`src/rtl/multicycle_ctrl_pkg.sv`:
```
// Shared control encodings for the multicycle datapath: FSM states, mux selects,
// next-PC ops, ALU codes, opcode/funct values and the instruction-class record.
package multicycle_ctrl_pkg;

    typedef enum logic [2:0] {
        ST_IF  = 3'd0,
        ST_ID  = 3'd1,
        ST_EXE = 3'd2,
        ST_MEM = 3'd3,
        ST_WB  = 3'd4
    } state_e;

    localparam logic [1:0] RD_RT      = 2'd0, RD_RD      = 2'd1, RD_RA   = 2'd2;
    localparam logic [1:0] ALUSRC_REG = 2'd0, ALUSRC_IMM = 2'd1, ALUSRC_SHA = 2'd2;
    localparam logic [1:0] ALU2REG    = 2'd0, DM2REG     = 2'd1, NPC2REG = 2'd2;
    localparam logic [1:0] NPC_PLUS4  = 2'd0, NPC_BRANCH = 2'd1, NPC_JUMP = 2'd2, NPC_JR = 2'd3;

    localparam logic [4:0] ALU_NOP = 5'd0, ALU_ADD = 5'd1, ALU_SUB = 5'd2, ALU_AND = 5'd3,
                           ALU_OR  = 5'd4, ALU_SLT = 5'd5, ALU_SLL = 5'd6, ALU_SRL = 5'd7,
                           ALU_LUI = 5'd8;

    localparam logic [5:0] OP_R   = 6'b000000, OP_LW  = 6'b100011, OP_SW  = 6'b101011,
                           OP_BEQ = 6'b000100, OP_BNE = 6'b000101, OP_ADDI = 6'b001000,
                           OP_ORI = 6'b001101, OP_LUI = 6'b001111, OP_J   = 6'b000010,
                           OP_JAL = 6'b000011;

    localparam logic [5:0] FN_ADD = 6'b100000, FN_ADDU = 6'b100001, FN_SUB = 6'b100010,
                           FN_SUBU = 6'b100011, FN_AND = 6'b100100, FN_OR  = 6'b100101,
                           FN_SLT = 6'b101010, FN_SLL = 6'b000000, FN_SRL = 6'b000010,
                           FN_JR  = 6'b001000;

    typedef struct packed {
        logic r, lw, sw, beq, bne, addi, ori, lui, j, jal, jr, shift, legal;
    } instr_class_t;

    function automatic logic [4:0] alu_decode(input logic is_r, input logic is_add,
                                              input logic is_ori, input logic is_lui,
                                              input logic is_br, input logic [5:0] fn);
        logic [4:0] op;
        op = ALU_NOP;
        if (is_add)      op = ALU_ADD;
        else if (is_ori) op = ALU_OR;
        else if (is_lui) op = ALU_LUI;
        else if (is_br)  op = ALU_SUB;
        else if (is_r) begin
            case (fn)
                FN_ADD, FN_ADDU: op = ALU_ADD;
                FN_SUB, FN_SUBU: op = ALU_SUB;
                FN_AND:          op = ALU_AND;
                FN_OR:           op = ALU_OR;
                FN_SLT:          op = ALU_SLT;
                FN_SLL:          op = ALU_SLL;
                FN_SRL:          op = ALU_SRL;
                default:         op = ALU_NOP;
            endcase
        end
        return op;
    endfunction

endpackage

```
`src/rtl/multicycle_decode.sv`:
```
// Opcode/funct to instruction-class flags plus the EXE-stage ALU code.
module multicycle_decode
    import multicycle_ctrl_pkg::*;
(
    input  logic [5:0]   opcode,
    input  logic [5:0]   funct,
    output instr_class_t cls,
    output logic [4:0]   alu_code
);

    always_comb begin
        cls       = '0;
        cls.r     = (opcode == OP_R);
        cls.lw    = (opcode == OP_LW);
        cls.sw    = (opcode == OP_SW);
        cls.beq   = (opcode == OP_BEQ);
        cls.bne   = (opcode == OP_BNE);
        cls.addi  = (opcode == OP_ADDI);
        cls.ori   = (opcode == OP_ORI);
        cls.lui   = (opcode == OP_LUI);
        cls.j     = (opcode == OP_J);
        cls.jal   = (opcode == OP_JAL);
        cls.jr    = cls.r && (funct == FN_JR);
        cls.shift = cls.r && ((funct == FN_SLL) || (funct == FN_SRL));
        // any R-type funct is accepted here; unknown functs just get ALU_NOP
        cls.legal = cls.r | cls.lw | cls.sw | cls.beq | cls.bne | cls.addi |
                    cls.ori | cls.lui | cls.j | cls.jal;
    end

    assign alu_code = alu_decode(cls.r, cls.lw | cls.sw | cls.addi, cls.ori, cls.lui,
                                 cls.beq | cls.bne, funct);

endmodule

```
`src/rtl/multicycle_ctrl.sv`:
```
// Multicycle MIPS control FSM (IF/ID/EXE/MEM/WB) with retired-instruction counter.
// Define MEMWAIT_EN to add mem_rdy and stall IF/MEM on the shared memory.
module multicycle_ctrl
    import multicycle_ctrl_pkg::*;
(
    input  logic        clk,
    input  logic        rst,
    input  logic [5:0]  opcode,
    input  logic [5:0]  funct,
    input  logic        zero,
`ifdef MEMWAIT_EN
    input  logic        mem_rdy,
`endif
    output logic        pc_write,
    output logic        ir_write,
    output logic        mem_write,
    output logic        reg_write,
    output logic        IorD,
    output logic        ALUSrc0,
    output logic [1:0]  RegDst,
    output logic [1:0]  ALUSrc,
    output logic [1:0]  ToReg,
    output logic [1:0]  NPCOp,
    output logic [4:0]  alu_op,
    output logic [2:0]  state,
    output logic        illegal,
    output logic [31:0] instr_cnt
);

    instr_class_t cls;
    logic [4:0]   alu_code;
    logic [2:0]   state_q, state_d;
    logic [31:0]  instr_cnt_q, cnt_d;
    logic         mem_ok, retire;

`ifdef MEMWAIT_EN
    assign mem_ok = mem_rdy;
`else
    assign mem_ok = 1'b1;
`endif

    multicycle_decode u_dec (
        .opcode   (opcode),
        .funct    (funct),
        .cls      (cls),
        .alu_code (alu_code)
    );

    always_ff @(posedge clk) begin
        if (rst) begin
            state_q     <= ST_IF;
            instr_cnt_q <= '0;
        end else begin
            state_q     <= state_d;
            instr_cnt_q <= cnt_d;
        end
    end

    always_comb begin
        state_d = ST_IF;
        case (state_q)
            ST_IF:  state_d = mem_ok ? ST_ID : ST_IF;
            ST_ID:  state_d = (cls.j || cls.jal || !cls.legal) ? ST_IF : ST_EXE;
            ST_EXE: begin
                if (cls.beq || cls.bne || cls.jr) state_d = ST_IF;
                else if (cls.lw || cls.sw)        state_d = ST_MEM;
                else                              state_d = ST_WB;
            end
            ST_MEM: begin
                if (!mem_ok)     state_d = ST_MEM;
                else if (cls.lw) state_d = ST_WB;
                else             state_d = ST_IF;
            end
            ST_WB:   state_d = ST_IF;
            default: state_d = ST_IF;
        endcase
    end

    // unused codes 5-7 fall back to IF without counting a retire
    assign retire = (state_q != ST_IF) && (state_q <= ST_WB) && (state_d == ST_IF);
    assign cnt_d  = instr_cnt_q + {31'd0, retire};

    always_comb begin
        pc_write  = 1'b0;
        ir_write  = 1'b0;
        mem_write = 1'b0;
        reg_write = 1'b0;
        illegal   = 1'b0;
        IorD      = 1'b0;
        ALUSrc0   = 1'b0;
        RegDst    = RD_RT;
        ALUSrc    = ALUSRC_REG;
        ToReg     = ALU2REG;
        NPCOp     = NPC_PLUS4;
        alu_op    = ALU_NOP;
        case (state_q)
            ST_IF: begin
                ir_write = mem_ok;
                pc_write = mem_ok;
            end
            ST_ID: begin
                if (cls.j || cls.jal) begin
                    pc_write = 1'b1;
                    NPCOp    = NPC_JUMP;
                end
                if (cls.jal) begin
                    reg_write = 1'b1;
                    RegDst    = RD_RA;
                    ToReg     = NPC2REG;
                end
                illegal = !cls.legal;
            end
            ST_EXE: begin
                alu_op = alu_code;
                if (cls.beq || cls.bne) begin
                    pc_write = cls.beq ? zero : !zero;
                    NPCOp    = NPC_BRANCH;
                end
                if (cls.jr) begin
                    pc_write = 1'b1;
                    NPCOp    = NPC_JR;
                end
                if (cls.shift) begin
                    ALUSrc  = ALUSRC_SHA;
                    ALUSrc0 = 1'b1;
                end
                if (cls.lw || cls.sw || cls.addi || cls.ori || cls.lui)
                    ALUSrc = ALUSRC_IMM;
            end
            ST_MEM: begin
                IorD      = 1'b1;
                mem_write = cls.sw;
            end
            ST_WB: begin
                reg_write = 1'b1;
                RegDst    = cls.r ? RD_RD : RD_RT;
                ToReg     = cls.lw ? DM2REG : ALU2REG;
            end
            default: ;
        endcase
        if (rst) begin
            pc_write  = 1'b0;
            ir_write  = 1'b0;
            mem_write = 1'b0;
            reg_write = 1'b0;
            illegal   = 1'b0;
        end
    end

    assign state     = state_q;
    assign instr_cnt = instr_cnt_q;

endmodule

```
`config.mk`:
```
export PLATFORM = sky130hd
export DESIGN_NAME = multicycle_ctrl
export DESIGN_NICKNAME = d
export VERILOG_FILES = /design/src/rtl/multicycle_ctrl_pkg.sv /design/src/rtl/multicycle_decode.sv /design/src/rtl/multicycle_ctrl.sv
export SDC_FILE = /design/constraint.sdc
export NUM_CORES = 1
export LEC_CHECK = 0
export ABC_AREA = 0
export ABC_CLOCK_PERIOD_IN_PS = 8000
export CAP_MARGIN = 20
export CORE_MARGIN = 1.5
export CORE_UTILIZATION = 40
export DETAILED_ROUTE_END_ITERATION = 7
export PLACE_DENSITY_LB_ADDON = 0.2
export SKIP_LAST_GASP = 1
export SLEW_MARGIN = 25
export SYNTH_ARGS = -nofsm -noshare
export SYNTH_HDL_FRONTEND = slang
export SYNTH_HIERARCHICAL = 1
export SYNTH_SLANG_ARGS = --single-unit
```
`constraint.sdc`:
```
create_clock -name clk -period 8 [get_ports clk]
set_input_delay 1.6 -clock clk [delete_from_list [all_inputs] [get_ports clk]]
set_output_delay 1.6 -clock clk [all_outputs]
set_load 0.01 [all_outputs]
```
==> impl_metrics.ini, run 1 <==
[synthesis]
synth_xor_area_share_pct = 4.73
yosys-top-cells-area = dfxtp_1 32%, a21oi_1 5.0%, nor2_1 3.7%
synth_area_mm2 = 0.00222
synth_compound_gate_area_share_pct = 15.7
yosysUniqueCellTypes = 51
synth_edf_count = 0
synthCells = 278
synth_top_family_by_area = simple AND/OR/NAND/NOR gates
synth_top_area_share_pct = 31.5
synthArstFlopShare_pct = 0
ys.flop_type = dfxtp_1
ys_seq_elements = 35
synth_fp_nets = 297
synth_area_per_cell_um2 = 7.99
yosysWarnings = 6
yosysTopAreaCell = dfxtp_1
synth-simple-area-share_pct = 39.1
synthMuxAreaShare_pct = 0.507
ys_seq_area_share_pct = 31.5
synthAdderAreaFrac_pct = 2.25

[detailed_routing]
ant_nets = 0
drt-initial-drc-count = 138
avgViaCountPerCell = 5.51
routed_wl_um = 5580
wl_per_cell_um = 13.7
first_pass_iters = 4
drt_drc_violations_left = 0
vias = 2247

[timing]
hold_ws_ps = 486
setup_tns_ps = 0
slew_headroom_pct = 34.4
final-hold-violation-count = 0
tightest_slew_ps = 980
setup_viol = 0
max_freq_mhz = 160
rsz0062_at_grt = false
finalMaxSlewViolations = 0
fin_crit_ps = 6240
fin_crit_sh_pct = 78.0
setup_slack_ps = 1760
clock_skew_ps = 7.04

[outcome]
status = complete, no violations

[worst_setup_path]
path_cells = clkdlybuf4s50_1, or3_4, or3_4, or3_4, nor4b_4, a21o_1, o21ai_0, a31oi_1, clkdlybuf4s50_1
cp.required_ps = 6400
start_kind = input port
crit_slowest_cell = clkdlybuf4s50_1
crit_buf_inv = 2
critPathKind = in2out
crit_family = simple AND/OR/NAND/NOR gates
crit_path_frequent_cell = or3_4
crit_path_end_kind = output port
cpPeakStageDelay_ps = 590
cp.arrival_ps = 4640
crit_path_max_fanout = 9

[layout]
num-fill-cells = 505
fin_nets = 356
fin_util_pct = 56.8
syn_to_final_growth_pct = 33.9
diodes = 0
drive_gt1_share_pct = 6.51
fin_cells = 408
postLayoutCellArea_mm2 = 0.00297

[clock_tree]
cts_tree = done
cts_buffers = 5
postCtsSetupBuffers = 0
cts.htree.levels = 2
ctsLongestPathBuffers = 2
path_clk_slew_ps = 70
clock_sinks = 35
clock_latency_ps = 290
holdBufCountCts = 0
cts-resized-gates = 0
clockRootBuffer = clkbuf_8

[power_and_ir_drop]
irDropWorstVdd_uv = 86.2
p_leak_nw = 0.997
p_total_mw = 0.335
powerDensity_mw_per_mm2 = 113

[floorplan]
start_util_pct = 42.4
die_w_um = 77.5
core_area_mm2 = 0.00524
die_h_um = 77.5
row_count = 26
dieArea_mm2 = 0.00601
pin_count = 70

[global_routing]
first_global_vias = 2109
grt_util_all_layers_pct = 19.5
grt_overflow = 0
grt_pass1_wl_um = 9810
grt_max_degree = 27
antenna_found_initial = 0

[placed_design]
dp.final_hpwl_um = 4110
gp_congestion = 0.813
port_buffers = 68
preCtsSetupSlack_ps = 1750
placed_area_mm2 = 0.00289
dp.cells = 400

[flow_run]
cap_violations = 0

[worst_hold_path]
hold_class = reg2reg
cells in the final DEF (no fill, tap or decap), drive strengths merged, types with 4 or more instances in the layout:
cell type      Yosys  routed
nand4             10      10
ha                 4       4
clkbuf             9       5
nor2b              6       6
and4               7       7
nor3               5       5
nand2             18      18
o21ai             14      14
nor4b              5       5
xor2               9       9
dfxtp             35      35
nor2              22      22
inv                7       7
o31ai             11      11
nand3             15      15
and3               6       6
or4               11      11
or3               12      12
clkdlybuf4s50      0      68
a21oi             22      22
nor3b              6       6
and2              13      13
synthesized netlist by cell type, types with 3 or more instances:
master and number:
nor3_1 5, buf_4 3, ha_1 4, nor3b_1 6, xnor2_1 3, nand3_1 14
and3_1 6, clkbuf_1 9, inv_1 7, nor2b_1 6, nand4_1 10, dfxtp_1 35
o21ai_0 14, nor2_1 22, or3_1 8, nand2_1 18, o31ai_1 11, buf_6 3
nor4b_1 4, and2_1 12, or4_1 9, and4_1 7, xor2_1 9, or3_4 3
a21oi_1 22
cell families after synthesis:
group,after synthesis
flops,35
buf+inv,24
fa+ha+maj,4
simple gates,143
compound gates,58
other cells,1
mux,1
xor+xnor,12
path summary, 6_finish.rpt:
check	startpoint	end	slack, ps	cells after the start
setup / recovery	opcode[2]	pc_write	1760	9
hold / removal	instr_cnt[31]	instr_cnt[31]	490	2
setup reg to reg	state[2]	instr_cnt[22]	4720	8
hold reg to reg	instr_cnt[31]	instr_cnt[31]	490	2
routing by layer:
metal	global-route usage [%]	vias up	wire [um]
li1	-	1137	-
met1	24.5	1060	2600
met2	34.2	45	2700
met3	3.65	5	238
met4	4.91	0	46
met5	0	-	0
final cells by class:
class                   count  area [um^2]  share of cell area (%)
repair buffers             69          688                    23.1
inverters                   7         26.3                   0.883
well taps                  70         87.6                    2.94
clock inverters             3         15.0                   0.505
multi-input cells         219         1390                    46.7
flip-flops and latches     35          701                    23.6
clock buffers               5         68.8                    2.31
power breakdown:
group,internal (mW),switching (mW)
combinational,0.0176,0.0180
sequential,0.175,0.00119
clock,0.0595,0.0635
worst register-to-register path, delay by kind of cell, from the launching register on:
kind                       cells  cell delay (ps)
and+or+nand+nor                5             2080
adders and majority gates      2              510
DFF                            1              460
AOI/OAI and AO/OA              1              150
state kept, by name (all words and copies together) (netlist names):
name	flops
instr_cnt	32
state	3
Note: power is estimated with default switching activity, not from simulation.
==> inputs of run 2 (changes only) <==
Settings changed: ABC_CLOCK_PERIOD_IN_PS 8000 to 6100.
Clock period 8 ns to 6.1 ns, I/O delays scaled along.
==> run 2 against run 1 <==
  * Cell count is the same
  * Register-to-register slack lost 1600 ps
  * Worst setup slack lost 1100 ps
  * Sequential cell count is the same
  * Sequential power grew 32%
  * Worst hold slack lost 5.2 ps
  * Combinational power grew 31%
  * Count of clock-buffer cells in the layout grew 1
  * Via count is essentially flat
  * Highest routed layer unchanged
  * Global-route usage shrank 0.47 points
==> impl_metrics.ini, run 2 (synthesized netlist as in run 1, its figures left out) <==
[placed_design]
dp.cells = 402
port_buffers = 68
dp.final_hpwl_um = 4080
gp_congestion = 0.909

[power_and_ir_drop]
pwr-share-comb_pct = 10.9
p_int_mw = 0.329
clkPwrFrac_pct = 35.2
p_sw_share_pct = 23.4
power.net_switching_mw = 0.101
pwr-share-seq_pct = 53.9
irDropWorstVdd_uv = 112
p_leak_nw = 0.995
powerDensity_mw_per_mm2 = 144

[detailed_routing]
wl_per_cell_um = 13.5
drt_drc_violations_left = 0
vias = 2248
drt-initial-drc-count = 126
ant_nets = 0
avgViaCountPerCell = 5.51
first_pass_iters = 4
routed_wl_um = 5500

[layout]
fin_cells = 408
diodes = 0
final_common_cell = clkdlybuf4s50_1
fin_nets = 358
num-fill-cells = 491
largest_reg_flops = 32
syn_to_final_growth_pct = 34.1
final_cell_mix = 68 x clkdlybuf4s50_1, 35 x dfxtp_1, 22 x nor2_1, 22 x a21oi_1, 18 x nand2_1
drive_gt1_share_pct = 6.21

[flow_run]
cap_violations = 0

[global_routing]
first_global_vias = 2051
antenna_found_initial = 0
grt_overflow = 0
grt_util_all_layers_pct = 19.0
grt_pass1_wl_um = 9460
grt_max_degree = 24

[worst_setup_path]
start_kind = input port
reg2reg_depth = 9
crit_path_max_fanout = 9
cp.arrival_ps = 4260
critPathKind = in2out
crit_path_end_kind = output port
cp.required_ps = 4880

[clock_tree]
holdBufCountCts = 0
clock_latency_ps = 280
path_clk_slew_ps = 70
postCtsSetupBuffers = 0
ctsLongestPathBuffers = 2
cts-resized-gates = 0
clock_sinks = 35
cts.htree.levels = 2
cts_tree = done
clockRootBuffer = clkbuf_8
cts_buffers = 5

[floorplan]
dieArea_mm2 = 0.00601
start_util_pct = 42.4
die_h_um = 77.5
die_w_um = 77.5
core_area_mm2 = 0.00524
row_count = 26
pin_count = 70

[outcome]
status = complete, no violations

[timing]
final-hold-violation-count = 0
tightest_slew_ps = 901
hold_ws_ps = 481
max_freq_mhz = 182
finalMaxSlewViolations = 0
fin_crit_ps = 5480
slew_headroom_pct = 39.8
fin_crit_sh_pct = 89.8
setup_tns_ps = 0
clock_skew_ps = 5.93
setup_viol = 0
rsz0062_at_grt = false

[worst_hold_path]
hold_class = reg2reg
holdPathStages = 2
## run 2: cell count changes in the layout (fill, tap and decap cells not counted), sizes merged
cell / previous run / this run
clkinv: 3 / 0
buf: 1 / 3
clkbuf: 5 / 6
## run 2: layer usage
metal	up-vias	share of wire [%]	routed length [um]	track usage, %
li1	1141	-	-	-
met1	1064	48	2610	25.2
met2	38	48	2640	30.9
met3	5	3.6	200	3.88
met4	0	0.84	46	6.18
met5	-	0	0	0
## run 2: area by class of cell
type / count / area (um^2) / area share (%)
Clock buffer: 6 / 72.6 / 2.44
Inverter: 7 / 26.3 / 0.882
Multi-Input combinational cell: 219 / 1390 / 46.6
Sequential cell: 35 / 701 / 23.5
Tap cell: 70 / 87.6 / 2.94
Timing Repair Buffer: 71 / 703 / 23.6
## run 2: power groups by stage
stage | combinational, mW | sequential, mW | clock [mW]
2_1_floorplan | 0.0246 | 0.237 | 0
3_3_place_gp | 0.0462 | 0.237 | 0
4_1_cts | 0.0469 | 0.232 | 0.155
6_report | 0.0467 | 0.232 | 0.151
3_5_place_dp | 0.0466 | 0.237 | 0
5_1_grt | 0.0512 | 0.232 | 0.165
## run 2: final timing paths
check                start            end  slack (ps)
min          instr_cnt[31]  instr_cnt[31]         480
max              opcode[2]       pc_write         620
max reg2reg       state[1]  instr_cnt[18]        3110
min reg2reg  instr_cnt[31]  instr_cnt[31]         480
## run 2: worst max-delay path, cell delays in order
cell             delay (ps)
clkdlybuf4s50_1         540
or3_4                   460
or3_4                   390
or3_4                   360
nor4b_4                 290
a21o_1                  120
o21ai_0                  70
a31oi_1                 220
clkdlybuf4s50_1         580
## run 2: stage by stage
stage	util [%]	power (mW)	cell area (um^2)	setup slack (ps)
after global routing	56.9	0.448	2980	440
final	56.9	0.430	2980	620
after floorplan	-	0.262	2220	1460
after global placement	55.5	0.283	2910	667
after CTS	56.9	0.434	2980	620
after detailed placement	55.5	0.283	2910	621
==> inputs of run 3 (changes only) <==
Settings changed: DONT_BUFFER_PORTS from default to 1, PLACE_DENSITY_LB_ADDON 0.2 to default.
==> run 3 against run 2 <==
  * Via count fell by 10%
  * Global-route usage fell by 1.1 points
  * Routed wire length fell by 5.7%
  * Clock skew rose by 0.68 ps
  * Sequential power barely moved
  * Cell count fell by 17%
  * Combinational power fell by 56%
  * First-iteration DRC count fell by 52%
==> impl_metrics.ini, run 3 (synthesized netlist as in run 1, its figures left out) <==
[outcome]
status = complete, no violations

[floorplan]
die_h_um = 77.5
pin_count = 70
row_count = 26
dieArea_mm2 = 0.00601
start_util_pct = 42.4
die_w_um = 77.5
core_area_mm2 = 0.00524

[clock_tree]
cts_buffers = 5
cts_tree = done
cts-resized-gates = 0
postCtsSetupBuffers = 0
clockRootBuffer = clkbuf_8
path_clk_slew_ps = 70
clock_latency_ps = 290
clock_sinks = 35
holdBufCountCts = 0
ctsLongestPathBuffers = 2
cts.htree.levels = 2

[worst_setup_path]
reg2reg_depth = 8
crit_slowest_cell = or4_1
path_cells = or3_4, or3_4, or3_4, nor4b_4, nor4b_1, nor4b_1, ha_1, and2_1, nand4_1, or4_1, a21oi_1
crit_path_end_kind = flop
cpPeakStageDelay_ps = 650
crit_buf_inv = 0
r2r-start = state[2]
critPathKind = in2reg
crit_family = simple AND/OR/NAND/NOR gates
crit_path_frequent_cell = or3_4
reg2reg_slack_ps = 3010
cp.required_ps = 6320
start_kind = input port
crit_path_max_fanout = 17
cp.arrival_ps = 4910
r2r-end = instr_cnt[31]

[layout]
final_cell_mix = 35 x dfxtp_1, 22 x nor2_1, 22 x a21oi_1
drive_gt1_share_pct = 8.52
fin_nets = 288
syn_to_final_growth_pct = 4.39
diodes = 0
final_common_cell = dfxtp_1
largest_reg_flops = 32
fin_util_pct = 44.3

[timing]
finalMaxSlewViolations = 0
clock_skew_ps = 6.62
setup_tns_ps = 0
rsz0062_at_grt = false
setup_viol = 0
final-hold-violation-count = 0
max_freq_mhz = 213
fin_crit_sh_pct = 76.9
fin_crit_ps = 4690
tightest_slew_ps = 565
slew_headroom_pct = 62.2

[detailed_routing]
drt_drc_violations_left = 0
wl_per_cell_um = 15.2
avgViaCountPerCell = 5.93
routed_wl_um = 5180
drt-initial-drc-count = 60
vias = 2015
first_pass_iters = 4
ant_nets = 0

[power_and_ir_drop]
power.net_switching_mw = 0.0961
p_sw_share_pct = 21.9
pwr-share-seq_pct = 53.0
powerDensity_mw_per_mm2 = 189
p_int_mw = 0.342
p_leak_nw = 0.763
clkPwrFrac_pct = 42.3
pwr-share-comb_pct = 4.7
irDropWorstVdd_uv = 117

[worst_hold_path]
holdPathStages = 2
hold_start = instr_cnt[23]
hold_end = instr_cnt[23]
hold_class = reg2reg

[placed_design]
dp.final_hpwl_um = 3760
gp_congestion = 0.867
port_buffers = 0

[global_routing]
grt_overflow = 0
grt_util_all_layers_pct = 18.0
grt_pass1_wl_um = 8850
first_global_vias = 1883
antenna_found_initial = 0
grt_max_degree = 42

[flow_run]
cap_violations = 0
-- run 3: worst max-delay path by stage --
stage | start | endpoint | slack [ps] | cells after the start
finish | opcode[2] | instr_cnt[31] | 1410 | 11
floorplan | opcode[2] | instr_cnt[22] | 1460 | 12
global route | opcode[2] | instr_cnt[31] | 1040 | 11
CTS | opcode[2] | instr_cnt[31] | 1350 | 11
detailed placement | opcode[2] | instr_cnt[31] | 1070 | 11
global placement | opcode[2] | instr_cnt[31] | 1170 | 11
-- run 3: area by class of cell --
class	instances	area, um^2
timing repair buffer	1	7.51
clock buffer	7	96.3
clock inverter	1	7.51
fill	552	2920
tap	70	87.6
sequential	35	701
multi-input combinational	219	1390
inverter	7	26.3
-- run 3: per-layer routing --
layer | up-vias | share of wire (%) | track usage (%) | wire length [um]
met5 | - | 0 | 0 | 0
met1 | 956 | 48 | 23.6 | 2470
li1 | 1007 | - | - | -
met4 | 0 | 1.1 | 6.55 | 59
met3 | 5 | 6.1 | 5.65 | 318
met2 | 47 | 45 | 27.5 | 2330
-- run 3: stage by stage --
| stage | setup slack, ps | instances | power (mW) | instance area, um^2 | hold WS (ps) |
|---|---|---|---|---|---|
| finish | 1410 | 340 | 0.438 | 2320 | 542 |
| global route | 1040 | 340 | 0.461 | 2320 | 570 |
| CTS | 1350 | 340 | 0.448 | 2310 | 550 |
| detailed placement | 1070 | 332 | 0.258 | 2210 | 541 |
| global placement | 1170 | 332 | 0.258 | 2210 | 530 |
| floorplan | 1460 | 278 | 0.262 | 2220 | 496 |
-- run 3: tightest hold or removal path, delay by kind of cell (launching register included) --
family / cells / cell delay (ps)
AOI/OAI and AO/OA: 2 / 140
DFF: 1 / 360
-- run 3: power groups by stage --
stage	combinational (mW)	sequential (mW)	clock, mW
after global routing	0.0235	0.233	0.205
final	0.0205	0.232	0.186
after detailed placement	0.0205	0.238	0
after CTS	0.0206	0.232	0.195
after floorplan	0.0246	0.237	0
after global placement	0.0202	0.238	0
